--- src/rtl/seg_scan_ctrl_pkg.sv ---
// Shared constants, types and hex segment table for the scan controller.
// Segment bits are a..g with [0] = a.
package seg_scan_ctrl_pkg;

  localparam int NDIG = 4;

  localparam logic [3:0] AN_OFF  = 4'hF;
  localparam logic [6:0] SEG_OFF = 7'h7F;

  // Active-high a..g, entry 15 first.
  localparam logic [15:0][6:0] HEX_SEG = {
    7'h71, 7'h79, 7'h5E, 7'h39,
    7'h7C, 7'h77, 7'h6F, 7'h7F,
    7'h07, 7'h7D, 7'h6D, 7'h66,
    7'h4F, 7'h5B, 7'h06, 7'h3F
  };

  typedef enum logic {
    SL_BLANK,
    SL_DRIVE
  } slot_e;

  typedef struct packed {
    logic [15:0] value;
    logic [3:0]  blank;
    logic [3:0]  dp;
  } disp_t;

endpackage

--- src/rtl/seg_scan_ctrl_if.sv ---
// Update handshake bundle: upd_valid/upd_ready plus value, blank, dp.
// master = requester, slave = scan controller.
interface seg_scan_ctrl_if;

  logic        upd_valid;
  logic        upd_ready;
  logic [15:0] value;
  logic [3:0]  blank;
  logic [3:0]  dp;

  modport master (
    output upd_valid, value, blank, dp,
    input  upd_ready
  );

  modport slave (
    input  upd_valid, value, blank, dp,
    output upd_ready
  );

endinterface

--- src/rtl/seg_scan_ctrl_hex.sv ---
// seg_hex_decode: nibble -> active-high a..g segments.
// Ports: nib (4-bit in), seg (7-bit out).
module seg_hex_decode
  import seg_scan_ctrl_pkg::*;
(
  input  logic [3:0] nib,
  output logic [6:0] seg
);

  assign seg = HEX_SEG[nib];

endmodule

--- src/rtl/seg_scan_ctrl.sv ---
// Four-digit common-anode seven-segment scan controller.
// Ports: clk, rst_n, en, upd (slave), anode, light, dp_n, frame_done.
module seg_scan_ctrl
  import seg_scan_ctrl_pkg::*;
#(
  parameter int PRESCALER = 50000,
  parameter int GUARD     = 16
) (
  input  logic            clk,
  input  logic            rst_n,
  input  logic            en,
  seg_scan_ctrl_if.slave  upd,
  output logic [3:0]      anode,
  output logic [6:0]      light,
  output logic            dp_n,
  output logic            frame_done
);

  localparam int CW = $clog2(PRESCALER);
  localparam logic [CW-1:0] CMAX = CW'(PRESCALER - 1);
  localparam logic [CW-1:0] GEND = CW'(GUARD);
  localparam slot_e ST_RST =
    (GUARD > 0) ? SL_BLANK : SL_DRIVE;

  logic [CW-1:0] cnt, cnt_nxt;
  logic [1:0]    idx, idx_nxt;
  slot_e         st, st_nxt;

  disp_t pend, shadow;
  logic  pend_full;
  logic  bnd, commit, take;

  logic [6:0] seg;
  logic [3:0] an_nxt;
  logic [6:0] light_nxt;
  logic       dpn_nxt;

  seg_hex_decode u_dec (
    .nib (shadow.value[{idx, 2'b00} +: 4]),
    .seg (seg)
  );

  assign bnd    = en && (cnt == CMAX)
                  && (idx == 2'd3);
  assign commit = pend_full && (bnd || !en);
  assign take   = upd.upd_valid && !pend_full;

  assign upd.upd_ready = !pend_full;

  // Timebase and slot state; st mirrors
  // cnt < GUARD one cycle ahead.
  always_comb begin
    cnt_nxt = '0;
    idx_nxt = '0;
    if (en) begin
      if (cnt == CMAX) begin
        cnt_nxt = '0;
        idx_nxt = idx + 2'd1;
      end else begin
        cnt_nxt = cnt + 1'b1;
        idx_nxt = idx;
      end
    end
    st_nxt = (cnt_nxt < GEND)
             ? SL_BLANK : SL_DRIVE;
  end

  // Pin values for next cycle.
  always_comb begin
    an_nxt    = AN_OFF;
    light_nxt = SEG_OFF;
    dpn_nxt   = 1'b1;
    unique case (st)
      SL_BLANK: ;
      SL_DRIVE: begin
        if (en && !shadow.blank[idx]) begin
          an_nxt[idx] = 1'b0;
          light_nxt   = ~seg;
          dpn_nxt     = ~shadow.dp[idx];
        end
      end
      default: ;
    endcase
  end

  always_ff @(posedge clk) begin
    if (!rst_n) begin
      cnt        <= '0;
      idx        <= '0;
      st         <= ST_RST;
      anode      <= AN_OFF;
      light      <= SEG_OFF;
      dp_n       <= 1'b1;
      frame_done <= 1'b0;
    end else begin
      cnt        <= cnt_nxt;
      idx        <= idx_nxt;
      st         <= st_nxt;
      anode      <= an_nxt;
      light      <= light_nxt;
      dp_n       <= dpn_nxt;
      frame_done <= bnd;
    end
  end

  // Pending commits only at a frame
  // boundary, or at once while dark.
  always_ff @(posedge clk) begin
    if (!rst_n) begin
      pend_full    <= 1'b0;
      pend         <= '0;
      shadow.value <= 16'h0000;
      shadow.blank <= 4'hF;
      shadow.dp    <= 4'h0;
    end else if (commit) begin
      shadow    <= pend;
      pend_full <= 1'b0;
    end else if (take) begin
      pend.value <= upd.value;
      pend.blank <= upd.blank;
      pend.dp    <= upd.dp;
      pend_full  <= 1'b1;
    end
  end

endmodule

--- src/flat_wrapper.sv ---
// flat-port wrapper written by rule: the top's interface ports become plain ports
module seg_scan_ctrl_flat import seg_scan_ctrl_pkg::*;
#(
  parameter int PRESCALER = 50000,
  parameter int GUARD     = 16
)
  (clk, rst_n, en, anode, light, dp_n, frame_done, upd_upd_valid, upd_value, upd_blank, upd_dp, upd_upd_ready);
  seg_scan_ctrl_if upd_i ();
  input  logic clk;
  input  logic rst_n;
  input  logic en;
  output logic [3:0] anode;
  output logic [6:0] light;
  output logic dp_n;
  output logic frame_done;
  input wire logic [$bits(upd_i.upd_valid)-1:0] upd_upd_valid;
  input wire logic [$bits(upd_i.value)-1:0] upd_value;
  input wire logic [$bits(upd_i.blank)-1:0] upd_blank;
  input wire logic [$bits(upd_i.dp)-1:0] upd_dp;
  output wire logic [$bits(upd_i.upd_ready)-1:0] upd_upd_ready;
  assign upd_i.upd_valid = upd_upd_valid;
  assign upd_i.value = upd_value;
  assign upd_i.blank = upd_blank;
  assign upd_i.dp = upd_dp;
  assign upd_upd_ready = upd_i.upd_ready;
  seg_scan_ctrl #(.PRESCALER(PRESCALER), .GUARD(GUARD)) u_core (.clk(clk), .rst_n(rst_n), .en(en), .upd(upd_i), .anode(anode), .light(light), .dp_n(dp_n), .frame_done(frame_done));
endmodule
--- config.mk ---
export PLATFORM = sky130hd
export DESIGN_NAME = seg_scan_ctrl_flat
export DESIGN_NICKNAME = d
export VERILOG_FILES = /design/src/rtl/seg_scan_ctrl_pkg.sv /design/src/rtl/seg_scan_ctrl_if.sv /design/src/rtl/seg_scan_ctrl_hex.sv /design/src/rtl/seg_scan_ctrl.sv /design/src/flat_wrapper.sv
export SDC_FILE = /design/constraint.sdc
export NUM_CORES = 1
export LEC_CHECK = 0
export ABC_CLOCK_PERIOD_IN_PS = 2300
export CAP_MARGIN = 10
export CORE_ASPECT_RATIO = 1.75
export CORE_UTILIZATION = 40
export CTS_CLUSTER_DIAMETER = 30
export DETAILED_ROUTE_END_ITERATION = 8
export GPL_TIMING_DRIVEN = 0
export SLEW_MARGIN = 20
export SYNTH_ARGS = -nofsm -noshare
export SYNTH_HDL_FRONTEND = slang
export SYNTH_SLANG_ARGS = --single-unit
--- constraint.sdc ---
create_clock -name clk -period 2.3 [get_ports clk]
set_input_delay 0.345 -clock clk [delete_from_list [all_inputs] [get_ports clk]]
set_output_delay 0.345 -clock clk [all_outputs]
set_load 0.01 [all_outputs]
==> impl_metrics.py <==
metrics = {
    "logic_synthesis": {
        "ys_types": 47,
        "synth_area_per_cell_um2": 8.851,
        "synth_edf_count": 0,
        "syn_inst": 404,
        "synth-seq-cells": 81,
        "syn-num-nets": 442,
        "yosysWarningCount": 0,
        "synth-seq-area-share_pct": 45.35,
        "yosys.area.top_type": "dfxtp_1",
        "yosys.area.top_type_share_pct": 45.35,
        "synthArstFlopShare_pct": 0,
        "netlist_top_cells_area": "dfxtp_1 (45%), a21oi_1 (6.9%), nand2_1 (6.2%)",
        "synth-main-ff-cell": "dfxtp_1",
        "synthesis.area_um2": 3576,
    },
    "cells_and_area": {
        "fill_cells": 846,
        "drive_above_1_share_pct": 11.28,
        "multiInputGateArea_um2": 1740,
        "finalNonFillerCells": 578,
        "nets": 494,
        "insertedDiodeCount": 0,
        "stdcell_area_um2": 4447,
        "synthToLayoutAreaGrowth_pct": 24.35,
        "final-seq-area_um2": 1622,
    },
    "setup_path": {
        "timing.rr.start": "u_core.idx[1]",
        "r2r_end": "u_core.light[5]",
        "critPathLaunchType": "register",
        "worst-setup-path-type": "register to primary output",
        "reg2reg_depth": 6,
        "reg2reg_slack_ns": 0.21,
        "arrival_ns": 1.83,
        "worstPathMaxFanout": 10,
        "required_ns": 1.96,
        "critPathCaptureType": "primary output",
    },
    "grt": {
        "grt_max_degree": 18,
        "antenna_found_initial": 0,
        "grt_pass1_vias": 2815,
        "grt_pass1_wl_um": 12840,
        "track_usage_pct": 17.98,
        "gr-total-overflow": 0,
    },
    "detailed_routing": {
        "drt_wl_total_um": 7448,
        "ant_nets": 0,
        "vias": 2838,
        "wire_per_inst_um": 12.89,
        "remaining_drc_errors": 0,
        "drt_iter0_markers": 106,
        "viasPerCell": 4.910,
        "first_pass_iters": 4,
    },
    "power": {
        "p_leak_uw": 0.001586,
        "cellPowerDensity_nw_per_um2": 704.3,
        "peakVddDrop_v": 0.0004730,
    },
    "clock_network": {
        "clock_latency_ns": 0.34,
        "numCtsBuffers": 9,
        "clk_root_buffer_cell": "clkbuf_16",
        "clk_pin_slew_worst_paths_ns": 0.06,
        "postCtsHoldBufs": 0,
        "cts_tree": "built",
        "cts-htree-levels": 3,
        "max-clock-path-buffers": 2,
        "clkSinkCount": 81,
    },
    "worst_hold_path": {
        "whs_endpoint": "u_core.shadow[6]",
        "hp-start": "rst_n",
        "holdPathStages": 2,
        "min_path_type": "input pin to register",
    },
    "timing": {
        "slew_viol_final": 0,
        "hold_violations": 0,
        "setup-violations-final": 0,
        "fin_tns_setup_ns": 0,
        "period_needed_ns": 2.175,
        "period_share_pct": 94.56,
        "worst_pin_slew_ns": 0.5487,
        "rsz0062_at_grt": "no",
        "clock_skew_ns": 0.005681,
        "fmax_ghz": 0.4598,
        "slew_headroom_pct": 63.42,
    },
    "placed_design": {
        "placed_cell_area_um2": 4123,
        "numPortBuffers": 40,
        "place_hpwl_um": 5668,
        "dp_cells": 561,
        "place_congestion": 0.8873,
    },
    "run_status": {
        "status": "finished clean",
    },
    "floorplan": {
        "die_area_um2": 9337,
        "start_util_pct": 41.24,
        "core_area_um2": 8671,
        "die_w_um": 73.48,
        "io-pin-count": 42,
        "rows": 45,
        "die_h_um": 127.1,
    },
    "run": {
        "max_cap_viol_count": 0,
    },
}
## worst max path at each step
stage	start	to	cells after the start
after floorplan	u_core.idx[1]	u_core.light[5]	6
after global placement	u_core.idx[1]	u_core.light[5]	6
after detailed placement	u_core.idx[1]	u_core.light[3]	7
after CTS	u_core.pend_full	upd_upd_ready	3
after global routing	u_core.pend_full	upd_upd_ready	3
final	u_core.pend_full	upd_upd_ready	3
## placed cells by master, fill, tap and decap left out, types with 6 or more instances in the layout
| cell type | synthesis | final |
|---|---|---|
| xnor2_1 | 14 | 14 |
| nand3_1 | 38 | 38 |
| ha_1 | 10 | 10 |
| clkbuf_16 | 0 | 9 |
| a21oi_1 | 49 | 49 |
| clkbuf_1 | 13 | 14 |
| mux4_2 | 6 | 6 |
| clkdlybuf4s50_1 | 0 | 40 |
| o21ai_0 | 24 | 24 |
| dfxtp_1 | 81 | 81 |
| nand2_1 | 59 | 59 |
| inv_1 | 13 | 12 |
| buf_2 | 11 | 11 |
| nor2_1 | 24 | 24 |
## Yosys cell counts, types with 6 or more instances
| cell type | n |
|---|---|
| clkbuf_1 | 13 |
| a21oi_1 | 49 |
| dfxtp_1 | 81 |
| nor2_1 | 24 |
| ha_1 | 10 |
| inv_1 | 13 |
| buf_2 | 11 |
| nand3_1 | 38 |
| o21ai_0 | 24 |
| mux4_2 | 6 |
| xnor2_1 | 14 |
| nand2_1 | 59 |
## flip-flops by register name, indices dropped and copies added (netlist names)
register           count
u_core.anode           4
u_core.cnt            16
u_core.dp_n            1
u_core.frame_done      1
u_core.idx             2
u_core.light           7
u_core.pend           24
u_core.pend_full       1
u_core.shadow         24
u_core.st              1
## cell type report
| class | instances | area share, % |
|---|---|---|
| Buffer | 29 | 3.545 |
| Multi-Input combinational cell | 279 | 39.14 |
| Sequential cell | 81 | 36.47 |
| Clock inverter | 2 | 0.7878 |
| Tap cell | 117 | 3.292 |
| Clock buffer | 14 | 6.162 |
| Timing Repair Buffer | 42 | 9.342 |
| Inverter | 14 | 1.266 |
## power breakdown
part | internal (µW) | switching, µW
clock | 928 | 531
sequential | 1440 | 20.7
combinational | 95.0 | 115
## worst max-delay path: stages (launching register included)
cell and delay (ns):
dfxtp_1 0.31, clkbuf_1 0.39, clkinvlp_4 0.27, clkdlybuf4s50_1 0.52
## cells by family after synthesis
family	Yosys count	synth area share (%)
AOI/OAI and AO/OA	92	14.56
xor gates and xnor gates	18	4.409
adders and majority gates	10	3.499
buffers and inverters	44	5.983
DFF	81	45.35
muxes	11	5.213
and+or+nand+nor	148	20.99
## per-layer routing
metal	track usage [%]	vias up	wire, µm
met5	0	-	0
li1	-	1494	-
met1	18.86	1282	2999
met3	4.495	14	204
met4	8.371	0	162
met2	32.49	48	4082
## through the flow
stage	setup slack [ns]	utilization [%]	hold WS [ns]	power (µW)
after global placement	0.2507	47.55	0.4429	1697
after CTS	0.06225	51.07	0.3536	3168
after floorplan	0.4750	-	0.4366	1611
after global routing	0.04218	51.28	0.3803	3268
after detailed placement	0.2252	47.55	0.4484	1701
final	0.1252	51.28	0.3565	3132
## repair_timing
item / in CTS / in global routing
setup endpoints to repair: 1 / 1
setup buffers: 0 / 2
gates resized for setup: 0 / 1
Power figures use the tool's default switching activity.
